`src/rtl/mercury_pkg.sv`:
```
// Shared front-end types and sizing for the IFU and decode.
package mercury_pkg;

    // One fetched instruction parcel as it travels from fetch to decode.
    typedef struct packed {
        logic [15:0] instr;
        logic [13:0] pc_lo;
        logic        pred_taken;
        logic        fault;
    } fetch_entry_t;

    // Fetch queue geometry, shared so the IFU and decode agree.
    localparam int IFU_FQ_DEPTH  = 8;
    localparam int IFU_DEQ_WIDTH = 2;

endpackage

```
`src/rtl/ifu_fq_ptr_ctrl.sv`:
```
// Pointer and occupancy control for the fetch queue: read/write pointers,
// entry count, flush/reset handling and the status flags derived from count.
module ifu_fq_ptr_ctrl
    import mercury_pkg::*;
#(
    parameter int  DEPTH        = IFU_FQ_DEPTH,
    parameter int  DEQ_WIDTH    = IFU_DEQ_WIDTH,
    parameter int  AFULL_THRESH = DEPTH - 2,
    localparam int AW           = $clog2(DEPTH),
    localparam int CW           = $clog2(DEPTH + 1),
    localparam int NW           = $clog2(DEQ_WIDTH + 1)
) (
    input  logic          clk,
    input  logic          rst_n,
    input  logic          flush,
    input  logic          enq_fire,
    input  logic [NW-1:0] n,
    output logic [AW-1:0] rd_ptr,
    output logic [AW-1:0] wr_ptr,
    output logic [CW-1:0] count,
    output logic          full,
    output logic          empty,
    output logic          almost_full
);

    localparam logic [CW-1:0] DEPTH_C = CW'(DEPTH);
    localparam logic [CW-1:0] AFULL_C = CW'(AFULL_THRESH);

    // Pointer/count update; flush wins over any enqueue or dequeue this cycle.
    always_ff @(posedge clk or negedge rst_n) begin
        if (!rst_n) begin
            rd_ptr <= '0;
            wr_ptr <= '0;
            count  <= '0;
        end else if (flush) begin
            rd_ptr <= '0;
            wr_ptr <= '0;
            count  <= '0;
        end else begin
            // Pointers wrap mod DEPTH by truncation since DEPTH is a power of 2.
            rd_ptr <= rd_ptr + AW'(n);
            wr_ptr <= wr_ptr + AW'(enq_fire);
            count  <= count + CW'(enq_fire) - CW'(n);
        end
    end

    // Status flags come from the registered count only.
    always_comb begin
        full        = (count == DEPTH_C);
        empty       = (count == '0);
        almost_full = (count >= AFULL_C);
    end

endmodule

```
`src/rtl/ifu_fetch_queue.sv`:
```
// Multi-read fetch queue between fetch and decode. Holds the storage array,
// write decode and the DEQ_WIDTH read muxes; pointer state lives in
// ifu_fq_ptr_ctrl.
//
// Handshakes: an entry is enqueued on a rising edge where enq_valid and
// enq_ready are both high; enq_ready depends only on registered occupancy.
// On the dequeue side deq_valid is a thermometer of available entries and
// decode reports how many it takes via deq_num, which is saturated to count.
module ifu_fetch_queue
    import mercury_pkg::*;
#(
    parameter int  DATA_WIDTH   = $bits(fetch_entry_t),
    parameter int  DEPTH        = IFU_FQ_DEPTH,
    parameter int  DEQ_WIDTH    = IFU_DEQ_WIDTH,
    parameter int  AFULL_THRESH = DEPTH - 2,
    localparam int AW           = $clog2(DEPTH),
    localparam int CW           = $clog2(DEPTH + 1),
    localparam int NW           = $clog2(DEQ_WIDTH + 1)
) (
    input  logic                          clk,
    input  logic                          rst_n,
    input  logic                          flush,
    input  logic                          enq_valid,
    output logic                          enq_ready,
    input  logic [DATA_WIDTH-1:0]         enq_data,
    output logic [DEQ_WIDTH-1:0]          deq_valid,
    output logic [DEQ_WIDTH*DATA_WIDTH-1:0] deq_data,
    input  logic [NW-1:0]                 deq_num,
    output logic [CW-1:0]                 count,
    output logic                          empty,
    output logic                          full,
    output logic                          almost_full
);

    localparam int MW = (CW > NW) ? CW : NW;

    logic [DATA_WIDTH-1:0] mem [DEPTH];
    logic [AW-1:0]         rd_ptr;
    logic [AW-1:0]         wr_ptr;
    logic                  enq_fire;
    logic [NW-1:0]         n;

    ifu_fq_ptr_ctrl #(
        .DEPTH        (DEPTH),
        .DEQ_WIDTH    (DEQ_WIDTH),
        .AFULL_THRESH (AFULL_THRESH)
    ) u_ptr_ctrl (
        .clk         (clk),
        .rst_n       (rst_n),
        .flush       (flush),
        .enq_fire    (enq_fire),
        .n           (n),
        .rd_ptr      (rd_ptr),
        .wr_ptr      (wr_ptr),
        .count       (count),
        .full        (full),
        .empty       (empty),
        .almost_full (almost_full)
    );

    // Accept decision and pop amount; an over-ask from decode is clipped to count.
    always_comb begin
        enq_ready = !full;
        enq_fire  = enq_valid && !full;
        if (MW'(deq_num) > MW'(count)) begin
            n = NW'(count);
        end else begin
            n = deq_num;
        end
    end

    // Storage write; the array is deliberately not reset.
    always_ff @(posedge clk) begin
        if (enq_fire && !flush) begin
            mem[wr_ptr] <= enq_data;
        end
    end

    // Read muxes: slot i presents the entry at rd_ptr+i, oldest in slot 0.
    always_comb begin
        deq_valid = '0;
        deq_data  = '0;
        for (int i = 0; i < DEQ_WIDTH; i++) begin
            deq_valid[i]                        = (count > CW'(i));
            deq_data[i*DATA_WIDTH +: DATA_WIDTH] = mem[rd_ptr + AW'(i)];
        end
    end

endmodule
```
`config.mk`:
```
export PLATFORM = sky130hd
export DESIGN_NAME = ifu_fetch_queue
export DESIGN_NICKNAME = d
export VERILOG_FILES = /design/src/rtl/mercury_pkg.sv /design/src/rtl/ifu_fq_ptr_ctrl.sv /design/src/rtl/ifu_fetch_queue.sv
export SDC_FILE = /design/constraint.sdc
export NUM_CORES = 1
export LEC_CHECK = 0
export ABC_AREA = 1
export CAP_MARGIN = 20
export CORE_UTILIZATION = 50
export DETAILED_ROUTE_END_ITERATION = 6
export MAX_ROUTING_LAYER = met4
export PLACE_DENSITY_LB_ADDON = 0.08
export SKIP_LAST_GASP = 1
export SYNTH_ARGS = -nofsm -noshare
export SYNTH_HDL_FRONTEND = slang
export SYNTH_SLANG_ARGS = --single-unit
```
`constraint.sdc`:
```
create_clock -name clk -period 4.18 [get_ports clk]
set_input_delay 0.418 -clock clk [delete_from_list [all_inputs] [get_ports clk]]
set_output_delay 0.418 -clock clk [all_outputs]
set_load 0.02 [all_outputs]
```
=== Word-level counts from Yosys, hierarchy flattened ===
Memories as Yosys holds them, arrays and structs flattened.
Index checks and enable logic that the tools add are counted.

* Bits in registers: 10
* RAM bits: 256
* Memories: 1

{| class="wikitable"
|+ Memories
! memory !! words !! bits a word !! read ports !! clocked after Yosys merged registers in !! write ports !! line !! source
|-
| mem || 8 || 32 || 2 || 0 || 1 || ifu_fetch_queue.sv:37 || <nowiki>logic [DATA_WIDTH-1:0] mem [DEPTH];</nowiki>
|}

* Add/sub/neg operators: 5
* Order comparisons: 4
* Equality and inequality tests: 1
* Muxes and demuxes: 6
* Reductions and logical operators: 5

{| class="wikitable"
|+ Operators with widths
! operator !! number
|-
| greater-than comparator 4 x 1 -> 1 bit, second input constant || 2
|-
| 2-to-1 mux 3 bit || 2
|-
| adder 4 x 1 -> 4 bit || 1
|-
| == test 4 bit, second input constant || 1
|-
| >= comparator 4 x 3 -> 1 bit, second input constant || 1
|-
| greater-than comparator 2 x 4 -> 1 bit || 1
|-
| zero test 4 bit || 1
|-
| 2-to-1 mux 4 bit || 1
|-
| subtractor 4 x 2 -> 4 bit || 1
|-
| adder 3 x 1 -> 3 bit || 1
|-
| adder 3 x 1 -> 3 bit, second input constant || 1
|-
| adder 3 x 2 -> 3 bit || 1
|-
| logical AND 1 bit || 2
|-
| zero test 1 bit || 2
|-
| 2-to-1 mux 1 bit || 2
|-
| 2-to-1 mux 2 bit || 1
|}

=== Logic depth before layout (Yosys ltp) ===
Gate-level depths: netlist of run 1.

* Depth after elaboration: 6
* Gate-level depth with buffers: 14
* Depth with buffers taken out: 14

=== By module ===
A second synthesis of run 1 with hierarchy kept.

* Cell total of the unflattened synthesis: 1801
* Area, all modules: 14554.0 sq um

{| class="wikitable"
|+ By module, submodules not included
! module !! instances !! cells each !! area each (sq um) !! sequential area each (sq um)
|-
| ifu_fetch_queue || 1 || 1741 || 13957.1 || 7687.4
|-
| ifu_fq_ptr_ctrl || 1 || 60 || 596.8 || 250.2
|}

=== Least setup slack after synthesis of run 1 ===
No wires, ideal clock.

* Path kind: register to register
* Start: register u_ptr_ctrl.count[2]
* End: memory mem[6][0] (netlist bit), enable pin
* Data arrival time: 3.458 ns
* Path slack: 0.260 ns
* Stages on the path, launching flop included: 6
* Buffers on the path: 0
* Path through: dfrtp_1 -> inv_1 -> ha_1 -> nand2_1 -> nand3_1 -> nor3_1

* Longest elaborated chain between the ends: 6

{| class="wikitable"
|+ Ends and longest elaborated chain
! item !! line !! source
|-
| from (decl) || ifu_fq_ptr_ctrl.sv:20 || <nowiki>output logic [CW-1:0] count,</nowiki>
|-
| from (signal assigned) || ifu_fq_ptr_ctrl.sv:43 || <nowiki>count <= count + CW'(enq_fire) - CW'(n);</nowiki>
|-
| == test 4 bit || ifu_fq_ptr_ctrl.sv:49 || <nowiki>full = (count == DEPTH_C);</nowiki>
|-
| zero test 1 bit || -- ||
|-
| named net enq_ready || ifu_fetch_queue.sv:24 || <nowiki>output logic enq_ready,</nowiki>
|-
| logical AND 1 bit || ifu_fetch_queue.sv:64 || <nowiki>enq_fire = enq_valid && !full;</nowiki>
|-
| logical AND 1 bit || ifu_fetch_queue.sv:74 || <nowiki>if (enq_fire && !flush) begin</nowiki>
|-
| 2-to-1 mux 1 bit || ifu_fetch_queue.sv:74 ||
|-
| 2-to-1 mux 1 bit (implied by the code) || ifu_fetch_queue.sv:75 || <nowiki>mem[wr_ptr] <= enq_data;</nowiki>
|-
| to (decl) || ifu_fetch_queue.sv:37 ||
|}

The timed path passes the listed nets, and every way through them passes these cells.

=== Final worst setup path of run 1 ===
* Start: register u_ptr_ctrl.rd_ptr[0]
* End: output port deq_data[38]

* Longest elaborated chain between the ends: 2

{| class="wikitable"
|+ Ends and longest elaborated chain
! item !! line !! source
|-
| from (decl) || ifu_fq_ptr_ctrl.sv:18 || <nowiki>output logic [AW-1:0] rd_ptr,</nowiki>
|-
| from (signal assigned) || ifu_fq_ptr_ctrl.sv:41 || <nowiki>rd_ptr <= rd_ptr + AW'(n);</nowiki>
|-
| adder 3 x 1 -> 3 bit || ifu_fetch_queue.sv:85 || <nowiki>deq_data[i*DATA_WIDTH +: DATA_WIDTH] = mem[rd_ptr + AW'(i)];</nowiki>
|-
| memory read (8 x 32 bit) || -- ||
|-
| to (decl) || ifu_fetch_queue.sv:27 || <nowiki>output logic [DEQ_WIDTH*DATA_WIDTH-1:0] deq_data,</nowiki>
|}

Every way passes these cells.

==> results of run 1 <==
==> how the worst min path moves through the flow <==
stage,cells past startpoint,endpoint,start
2_1_floorplan,0,u_ptr_ctrl.count[0]$_DFF_PN0_,rst_n
6_report,1,u_ptr_ctrl.count[3]$_DFF_PN0_,rst_n
3_3_place_gp,2,u_ptr_ctrl.wr_ptr[2]$_DFF_PN0_,u_ptr_ctrl.wr_ptr[2]$_DFF_PN0_
4_1_cts,1,u_ptr_ctrl.count[3]$_DFF_PN0_,rst_n
3_5_place_dp,2,u_ptr_ctrl.wr_ptr[2]$_DFF_PN0_,u_ptr_ctrl.wr_ptr[2]$_DFF_PN0_
5_1_grt,1,u_ptr_ctrl.count[3]$_DFF_PN0_,rst_n
==> cell type report <==
type | count | area [um2] | share of cell area (%)
sequential | 266 | 7940 | 47.3
multi-input combinational | 1154 | 4930 | 29.4
timing repair buffer | 140 | 1400 | 8.37
inverter | 284 | 1070 | 6.38
clock buffer | 38 | 802 | 4.78
tap | 378 | 473 | 2.82
clock inverter | 18 | 158 | 0.940
==> kinds of logic after synthesis <==
kind of cell / count (synthesis) / synth area share (%)
XOR/XNOR: 4 / 0.372
buffers and inverters: 381 / 11.3
adder cells (fa/ha/maj): 17 / 1.58
AND/OR/NAND/NOR: 1124 / 31.5
AO/OA/AOI/OAI: 9 / 0.346
flip-flops: 266 / 54.9
==> per-layer routing <==
metal / share of wire [%] / GRT usage, % / up-vias
li1: - / - / 5771
met1: 44 / 34.6 / 5414
met2: 46 / 42.1 / 420
met3: 7.1 / 3.32 / 73
met4: 2.9 / 8.73 / 0
met5: 0 / - / -
==> critical path, cell delays in order (launching register included) <==
cell and delay (ns):
dfrtp_4 0.51, ha_2 0.50, inv_2 0.12, buf_4 0.47, nand3_1 0.14, nand2_1 0.09
nand2_1 0.05, nand2_1 0.12, clkdlybuf4s50_1 0.61
==> power by group <==
group / internal [mW] / total [mW] / switching (mW) / leakage (nW)
clock: 1.53 / 2.56 / 1.03 / 0.477
sequential: 3.05 / 3.15 / 0.103 / 2.44
combinational: 2.69 / 7.31 / 4.62 / 5.02
==> through the flow <==
stage	worst slack [ns]	area, um2	util, %	cells	hold WS (ns)
6_report	0.566	16800	59.7	2278	0.189
5_1_grt	0.432	16800	59.7	2278	0.222
4_1_cts	0.579	16800	59.7	2278	0.186
3_5_place_dp	1.13	15800	56.3	2222	0.604
3_3_place_gp	1.18	15800	56.3	2222	0.580
2_1_floorplan	0.260	14500	-	1801	0.122
==> registers in the layout, indices dropped and copies added, names as in the netlist <==
name,flops
mem,256
u_ptr_ctrl.rd_ptr,3
u_ptr_ctrl.wr_ptr,3
u_ptr_ctrl.count,4
==> cell usage in the layout (no fill, tap or decap), drive strengths merged <==
master,n
nand3,259
ha,15
o21bai,2
nor3,8
clkinv,15
xnor2,4
edfxtp,256
clkdlybuf4s50,111
nor2,12
bufinv,3
nand2,845
dfrtp,10
a21oi,3
inv,284
o21ai,4
buf,29
clkbuf,38
fa,2
==> flow_summary.toml, run 1 <==
[worst_setup_path]
crit_path_max_fanout = 38
timing.rr.end = "mem[1][16]$_DFFE_PP_"
cp-end-kind = "output port"
worstSetupStartpoint = "u_ptr_ctrl.rd_ptr[0]$_DFF_PN0_"
worstPathArrival_ns = 3.20
criticalPathCategory = "reg2out"
cp-endpoint = "deq_data[38]"
start_kind = "flip-flop"
required_ns = 3.76
reg2regPathDepth = 6
reg2reg_from = "u_ptr_ctrl.count[2]$_DFF_PN0_"
ff2ff_setup_slack_ns = 1.54

[die]
coreArea_um2 = 28100
die_y_um = 172
rows = 61
die_area_um2 = 29600
pin_count = 112
die_x_um = 172
start_util_pct = 51.5

[final_layout]
drive_gt1_share_pct = 4.68
num-fill-cells = 2489
area_delta_synth_final_pct = 16.1
nets = 1931
antenna-diode-count = 0

[worst_hold_path]
hold_class = "in2async"

[logic_synthesis]
synth_top_area_share_pct = 53.2
postSynth.asyncResetShare_pct = 3.76
synth_common_cells = "845 x nand2_1, 280 x inv_1, 259 x nand3_1"
syn_area_per_cell_um2 = 8.03
synth_cell_types = 21
synth_ff_type = "edfxtp_1"
yosysMostFrequentCell = "nand2_1"
synth_warnings = 0
ys_ff_latch = 266
synth_area_leaders = "edfxtp_1 53%, nand2_1 22%, nand3_1 9.0%"
yosysSeqAreaShare_pct = 54.9
yosysTopAreaCell = "edfxtp_1"
syn_area_um2 = 14500
synth_edf_count = 256
synthesis.nets = 1856
synthesis.instances = 1801

[cts]
post_cts_buffers = 0
cts_resized = 0
cts_buffers = 30
path_clk_slew_ns = 0.06
clock_latency_ns = 0.55
cts_tree = "done"
ctsRootBufferMaster = "clkbuf_16"
h-tree-depth = 1
cts.path.max_buffers = 3
cts_hold_buf = 0
cts.sinks = 266

[pwr]
fin_total_pwr_mw = 13.0
p_leak_nw = 7.93
power_density_nw_per_um2 = 776
irDropWorstVdd_mv = 0.633

[grt]
gr-usage-all-layers_pct = 26.2
grt_overflow = 0
grt_max_degree = 258
grt_antenna_before_repair = 0
grt_pass1_wl_um = 57800
first_global_vias = 10900

[routing]
firstDrtPassIters = 5
wl_um = 36500
vias_per_cell = 5.13
antenna_left = 0
post_drt_wl_per_cell_um = 16.0
drt_iter0_markers = 966
vias = 11700
drc = 0

[run]
drv_cap = 0

[timing]
slew_headroom_pct = 19.7
fin_crit_sh_pct = 86.5
setup_tns_ns = 0
max_freq_ghz = 0.277
rsz0062_at_grt = "no"
slew_violations = 0
worstMarginPinSlew_ns = 1.20
setup_viol = 0
hold_viol = 0
skew_ns = 0.0150
period_minus_slack_ns = 3.61

[placed_design]
post-dp-hpwl_um = 20700
place_congestion = 0.812
io_buffer_count = 111

[status]
status = "completed"
(Power assumes the default switching activity.)
==> inputs of run 2 (changes only) <==
--- a/config.mk
+++ b/config.mk
@@ -6,7 +6,6 @@
 export NUM_CORES = 1
 export LEC_CHECK = 0
 export ABC_AREA = 1
-export CAP_MARGIN = 20
 export CORE_UTILIZATION = 50
 export DETAILED_ROUTE_END_ITERATION = 6
 export MAX_ROUTING_LAYER = met4
==> constraint.sdc (replaced) <==
create_clock -name clk -period 3.03 [get_ports clk]
set_input_delay 0.303 -clock clk [delete_from_list [all_inputs] [get_ports clk]]
set_output_delay 0.303 -clock clk [all_outputs]
set_load 0.02 [all_outputs]
==> run 2 against run 1 <==
Cell area grew 1.3%; largest power group unchanged; routed wire length shrank 2.8%; final cell count grew 0.40%; global-route usage shrank 1.1 points.
==> flow_summary.toml, run 2 (synthesis results as in run 1) <==
[worst_setup_path]
cp-end-kind = "output port"
reg2regPathDepth = 13
timing.rr.end = "u_ptr_ctrl.count[2]$_DFF_PN0_"
required_ns = 2.73
crit_path_max_fanout = 18
worstPathArrival_ns = 2.64
reg2reg_from = "u_ptr_ctrl.count[1]$_DFF_PN0_"
criticalPathCategory = "reg2out"
start_kind = "flip-flop"
ff2ff_setup_slack_ns = 0.35

[die]
die_y_um = 172
die_x_um = 172
start_util_pct = 51.5
pin_count = 112
rows = 61
die_area_um2 = 29600
coreArea_um2 = 28100

[pwr]
power_switching_mw = 7.96
seq_power_share_pct = 24.1
clockPowerShare_pct = 18.6
switching_share_pct = 44.4
combPwrFrac_pct = 57.3
power_density_nw_per_um2 = 1050
cellInternalPower_mw = 9.96
irDropWorstVdd_mv = 0.792
p_leak_nw = 8.15

[grt]
first_global_vias = 10600
grt_max_degree = 142
gr-usage-all-layers_pct = 25.2
grt_overflow = 0
grt_pass1_wl_um = 55400
grt_antenna_before_repair = 1

[cts]
path_clk_slew_ns = 0.06
ctsRootBufferMaster = "clkbuf_16"
cts.sinks = 266
cts_tree = "done"
h-tree-depth = 1
cts.path.max_buffers = 3
cts_buffers = 29
cts_hold_buf = 0
clock_latency_ns = 0.54

[placed_design]
post-dp-hpwl_um = 20600
place_congestion = 0.771
placed_area_um2 = 16000
place_ws_ns = 0.107
io_buffer_count = 111

[final_layout]
multi_input_area_um2 = 4940
num-fill-cells = 2463
final_cell_mix = "845 x nand2_1, 280 x inv_1, 259 x nand3_1"
largest_reg_flops = 256
area_delta_synth_final_pct = 17.6
layout_commonest_cell = "nand2_1"
drive_gt1_share_pct = 5.03
top_regs = "mem (256), u_ptr_ctrl.count (4)"
nets = 1943
top_register = "mem"
register_area_um2 = 7940
fin_area_um2 = 17000

[timing]
slew_headroom_pct = 59.4
skew_ns = 0.00906
max_freq_ghz = 0.340
setup_tns_ns = 0
fin_crit_sh_pct = 97.2
rsz0062_at_grt = "yes"
hold_viol = 0
setup_viol = 0
period_minus_slack_ns = 2.94
fin_ws_ns = 0.0851
slew_violations = 0
worstMarginPinSlew_ns = 0.608

[routing]
drt_iter0_markers = 954
vias = 11500
wl_um = 35400
drc = 0
antenna_left = 0
post_drt_wl_per_cell_um = 15.5
firstDrtPassIters = 6
vias_per_cell = 5.04

[status]
status = "completed"

[worst_hold_path]
hold_class = "in2async"

[run]
drv_cap = 0
[run 2: per-layer routing]
metal / global-route usage [%] / up-vias / wire (um)
met5: - / - / 0
met4: 7.46 / 0 / 835
met3: 2.59 / 68 / 1860
met2: 42.1 / 331 / 17100
met1: 32.5 / 5346 / 15700
li1: - / 5789 / -
[run 2: through the flow]
| stage | instances | total power [mW] | hold WS [ns] | utilization [%] |
|---|---|---|---|---|
| after global placement | 2234 | 14.6 | 0.570 | 57.0 |
| after CTS | 2286 | 18.0 | 0.0942 | 60.3 |
| after floorplan | 1801 | 10.9 | 0.00741 | - |
| final | 2287 | 17.9 | 0.0917 | 60.5 |
| after global routing | 2287 | 19.1 | 0.122 | 60.5 |
| after detailed placement | 2234 | 14.7 | 0.608 | 57.0 |
[run 2: worst max path at each step]
stage	startpoint	to	slack, ns	cells after the start
finish	u_ptr_ctrl.rd_ptr[0]$_DFF_PN0_	deq_data[50]	0.09	6
global route	u_ptr_ctrl.rd_ptr[0]$_DFF_PN0_	deq_data[9]	-0.002	8
CTS	u_ptr_ctrl.rd_ptr[0]$_DFF_PN0_	deq_data[63]	-0.07	7
detailed placement	deq_num[0]	u_ptr_ctrl.count[2]$_DFF_PN0_	0.11	13
global placement	deq_num[0]	u_ptr_ctrl.count[2]$_DFF_PN0_	0.15	13
floorplan	u_ptr_ctrl.count[2]$_DFF_PN0_	mem[6][0]$_DFFE_PP_	-0.89	5
[run 2: area by class of cell]
type                            instances  area share [%]
Tap cell                              378            2.78
Inverter                              284            6.35
Clock buffer                           40            4.63
Multi-Input combinational cell       1154            29.0
Clock inverter                         11           0.604
Antenna cell                            1          0.0147
Timing Repair Buffer                  153            9.84
Sequential cell                       266            46.7
[run 2: worst max-delay path, cell delays in order, from the launching register on]
cell and delay [ns]:
dfrtp_4 0.56, ha_4 0.21, xnor2_4 0.18, buf_4 0.37, nand2_1 0.11, nand2_1 0.08, clkdlybuf4s50_1 0.59
[run 2: timing repair]
action                                 4_1_cts  5_1_grt
gates resized for setup                     24       17
setup endpoints to repair                   34       25
endpoints found under the hold margin        0        0
setup buffers                                0        0
gates cloned                                 1        0
[run 2: power by group through the flow]
| stage | combinational (mW) | clock (mW) | sequential, mW |
|---|---|---|---|
| final | 10.3 | 3.33 | 4.31 |
| after global routing | 11.3 | 3.52 | 4.33 |
| after CTS | 10.3 | 3.38 | 4.31 |
| after detailed placement | 10.3 | 0 | 4.38 |
| after global placement | 10.3 | 0 | 4.38 |
| after floorplan | 6.56 | 0 | 4.36 |
==> inputs of run 3 (changes only) <==
--- a/config.mk
+++ b/config.mk
@@ -6,10 +6,12 @@
 export NUM_CORES = 1
 export LEC_CHECK = 0
 export ABC_AREA = 1
+export CAP_MARGIN = 20
 export CORE_UTILIZATION = 50
 export DETAILED_ROUTE_END_ITERATION = 6
 export MAX_ROUTING_LAYER = met4
 export PLACE_DENSITY_LB_ADDON = 0.08
+export SKIP_CTS_REPAIR_TIMING = 1
 export SKIP_LAST_GASP = 1
 export SYNTH_ARGS = -nofsm -noshare
 export SYNTH_HDL_FRONTEND = slang
==> run 3 against run 2 <==
The flow now finishes with violations (setup timing); register-to-register slack hardly changed; largest power group unchanged; hold slack about the same; power is essentially flat; core utilization hardly changed; critical path type unchanged; cell area about the same.
==> flow_summary.toml, run 3 (synthesis results as in run 1) <==
[status]
status = "finished, violations left"
violations = "setup timing"

[worst_setup_path]
reg2reg_from = "u_ptr_ctrl.count[1]$_DFF_PN0_"
start_kind = "flip-flop"
reg2regPathDepth = 13
ff2ff_setup_slack_ns = 0.35
required_ns = 2.73
worstPathArrival_ns = 2.80
criticalPathCategory = "reg2out"
timing.rr.end = "u_ptr_ctrl.count[2]$_DFF_PN0_"
crit_path_max_fanout = 28
cp-end-kind = "output port"

[grt]
grt_max_degree = 142
grt_overflow = 0
first_global_vias = 10600
grt_pass1_wl_um = 55100
gr-usage-all-layers_pct = 25.0
grt_antenna_before_repair = 1

[routing]
antenna_left = 0
vias_per_cell = 5.03
firstDrtPassIters = 7
wl_met2_um = 16900
drt_iter0_markers = 833
wl_um = 35300
vias = 11500
drc = 0
post_drt_wl_per_cell_um = 15.4
met1Wirelength_um = 15400
dr_wl_met3_um = 2150
dr.max_layer_used = "met4"

[die]
rows = 61
die_area_um2 = 29600
pin_count = 112
die_y_um = 172
start_util_pct = 51.5
die_x_um = 172
coreArea_um2 = 28100

[cts]
path_clk_slew_ns = 0.06
h-tree-depth = 1
clock_latency_ns = 0.54
ctsRootBufferMaster = "clkbuf_16"
cts.sinks = 266
cts.path.max_buffers = 3
cts_tree = "done"
cts_buffers = 29

[timing]
worstMarginPinSlew_ns = 0.650
hold_viol = 0
fin_ws_ns = -0.0722
fin_crit_sh_pct = 102
max_freq_ghz = 0.322
rsz0062_at_grt = "yes"
period_minus_slack_ns = 3.10
setup_viol = 5
slew_headroom_pct = 56.7
skew_ns = 0.0128
worst_hold_slack_ns = 0.0920
setup_tns_ns = -0.113
slew_violations = 0

[run]
drv_cap = 0

[final_layout]
final_cell_mix = "845 x nand2_1, 280 x inv_1, 259 x nand3_1"
largest_reg_flops = 256
top_register = "mem"
top_regs = "mem (256), u_ptr_ctrl.count (4)"
drive_gt1_share_pct = 4.98
nets = 1942
area_delta_synth_final_pct = 17.6
fin_cells = 2286
layout_commonest_cell = "nand2_1"

[pwr]
irDropWorstVdd_mv = 0.700
fin_total_pwr_mw = 17.9
p_leak_nw = 8.25
power_density_nw_per_um2 = 1050

[placed_design]
place_ws_ns = 0.107
place_congestion = 0.771
io_buffer_count = 111
post-dp-hpwl_um = 20600
dp_cells = 2234

[worst_hold_path]
hold_class = "in2async"
run 3: how the worst max path moves through the flow:
| stage | cells after the start | endpoint | startpoint |
|---|---|---|---|
| final | 8 | deq_data[42] | u_ptr_ctrl.rd_ptr[0]$_DFF_PN0_ |
| after global routing | 8 | deq_data[42] | u_ptr_ctrl.rd_ptr[0]$_DFF_PN0_ |
| after CTS | 7 | deq_data[43] | u_ptr_ctrl.rd_ptr[0]$_DFF_PN0_ |
| after detailed placement | 13 | u_ptr_ctrl.count[2]$_DFF_PN0_ | deq_num[0] |
| after global placement | 13 | u_ptr_ctrl.count[2]$_DFF_PN0_ | deq_num[0] |
| after floorplan | 5 | mem[6][0]$_DFFE_PP_ | u_ptr_ctrl.count[2]$_DFF_PN0_ |
run 3: critical path: stages (launching register included):
cell,delay (ns)
dfrtp_4,0.53
ha_2,0.37
inv_4,0.16
buf_12,0.23
nand3_1,0.11
nand2_1,0.07
nand2_1,0.05
nand2_1,0.11
clkdlybuf4s50_1,0.62
run 3: stage by stage:
step,area [um2],utilization (%)
detailed placement,16000,57.0
global route,17000,60.5
CTS,16900,60.2
global placement,16000,57.0
finish,17000,60.5
floorplan,14500,-
run 3: final cells by class:
cell class | count | area (um2)
fill | 2452 | 11100
sequential | 266 | 7940
clock buffer | 40 | 787
tap | 378 | 473
multi-input combinational | 1154 | 4930
inverter | 284 | 1070
timing repair buffer | 152 | 1690
clock inverter | 11 | 103
antenna | 1 | 2.50
run 3: power breakdown:
| group | total [mW] | internal, mW | switching [mW] |
|---|---|---|---|
| clock | 3.33 | 1.97 | 1.36 |
| sequential | 4.30 | 4.20 | 0.100 |
| combinational | 10.3 | 3.85 | 6.45 |
| total | 17.9 | 10.0 | 7.91 |
run 3: routing by layer:
layer  global-route usage, %  up-vias
met5                       -        -
met4                    7.35        0
met3                    2.59       64
met2                    41.9      372
met1                    32.2     5268
li1                        -     5789
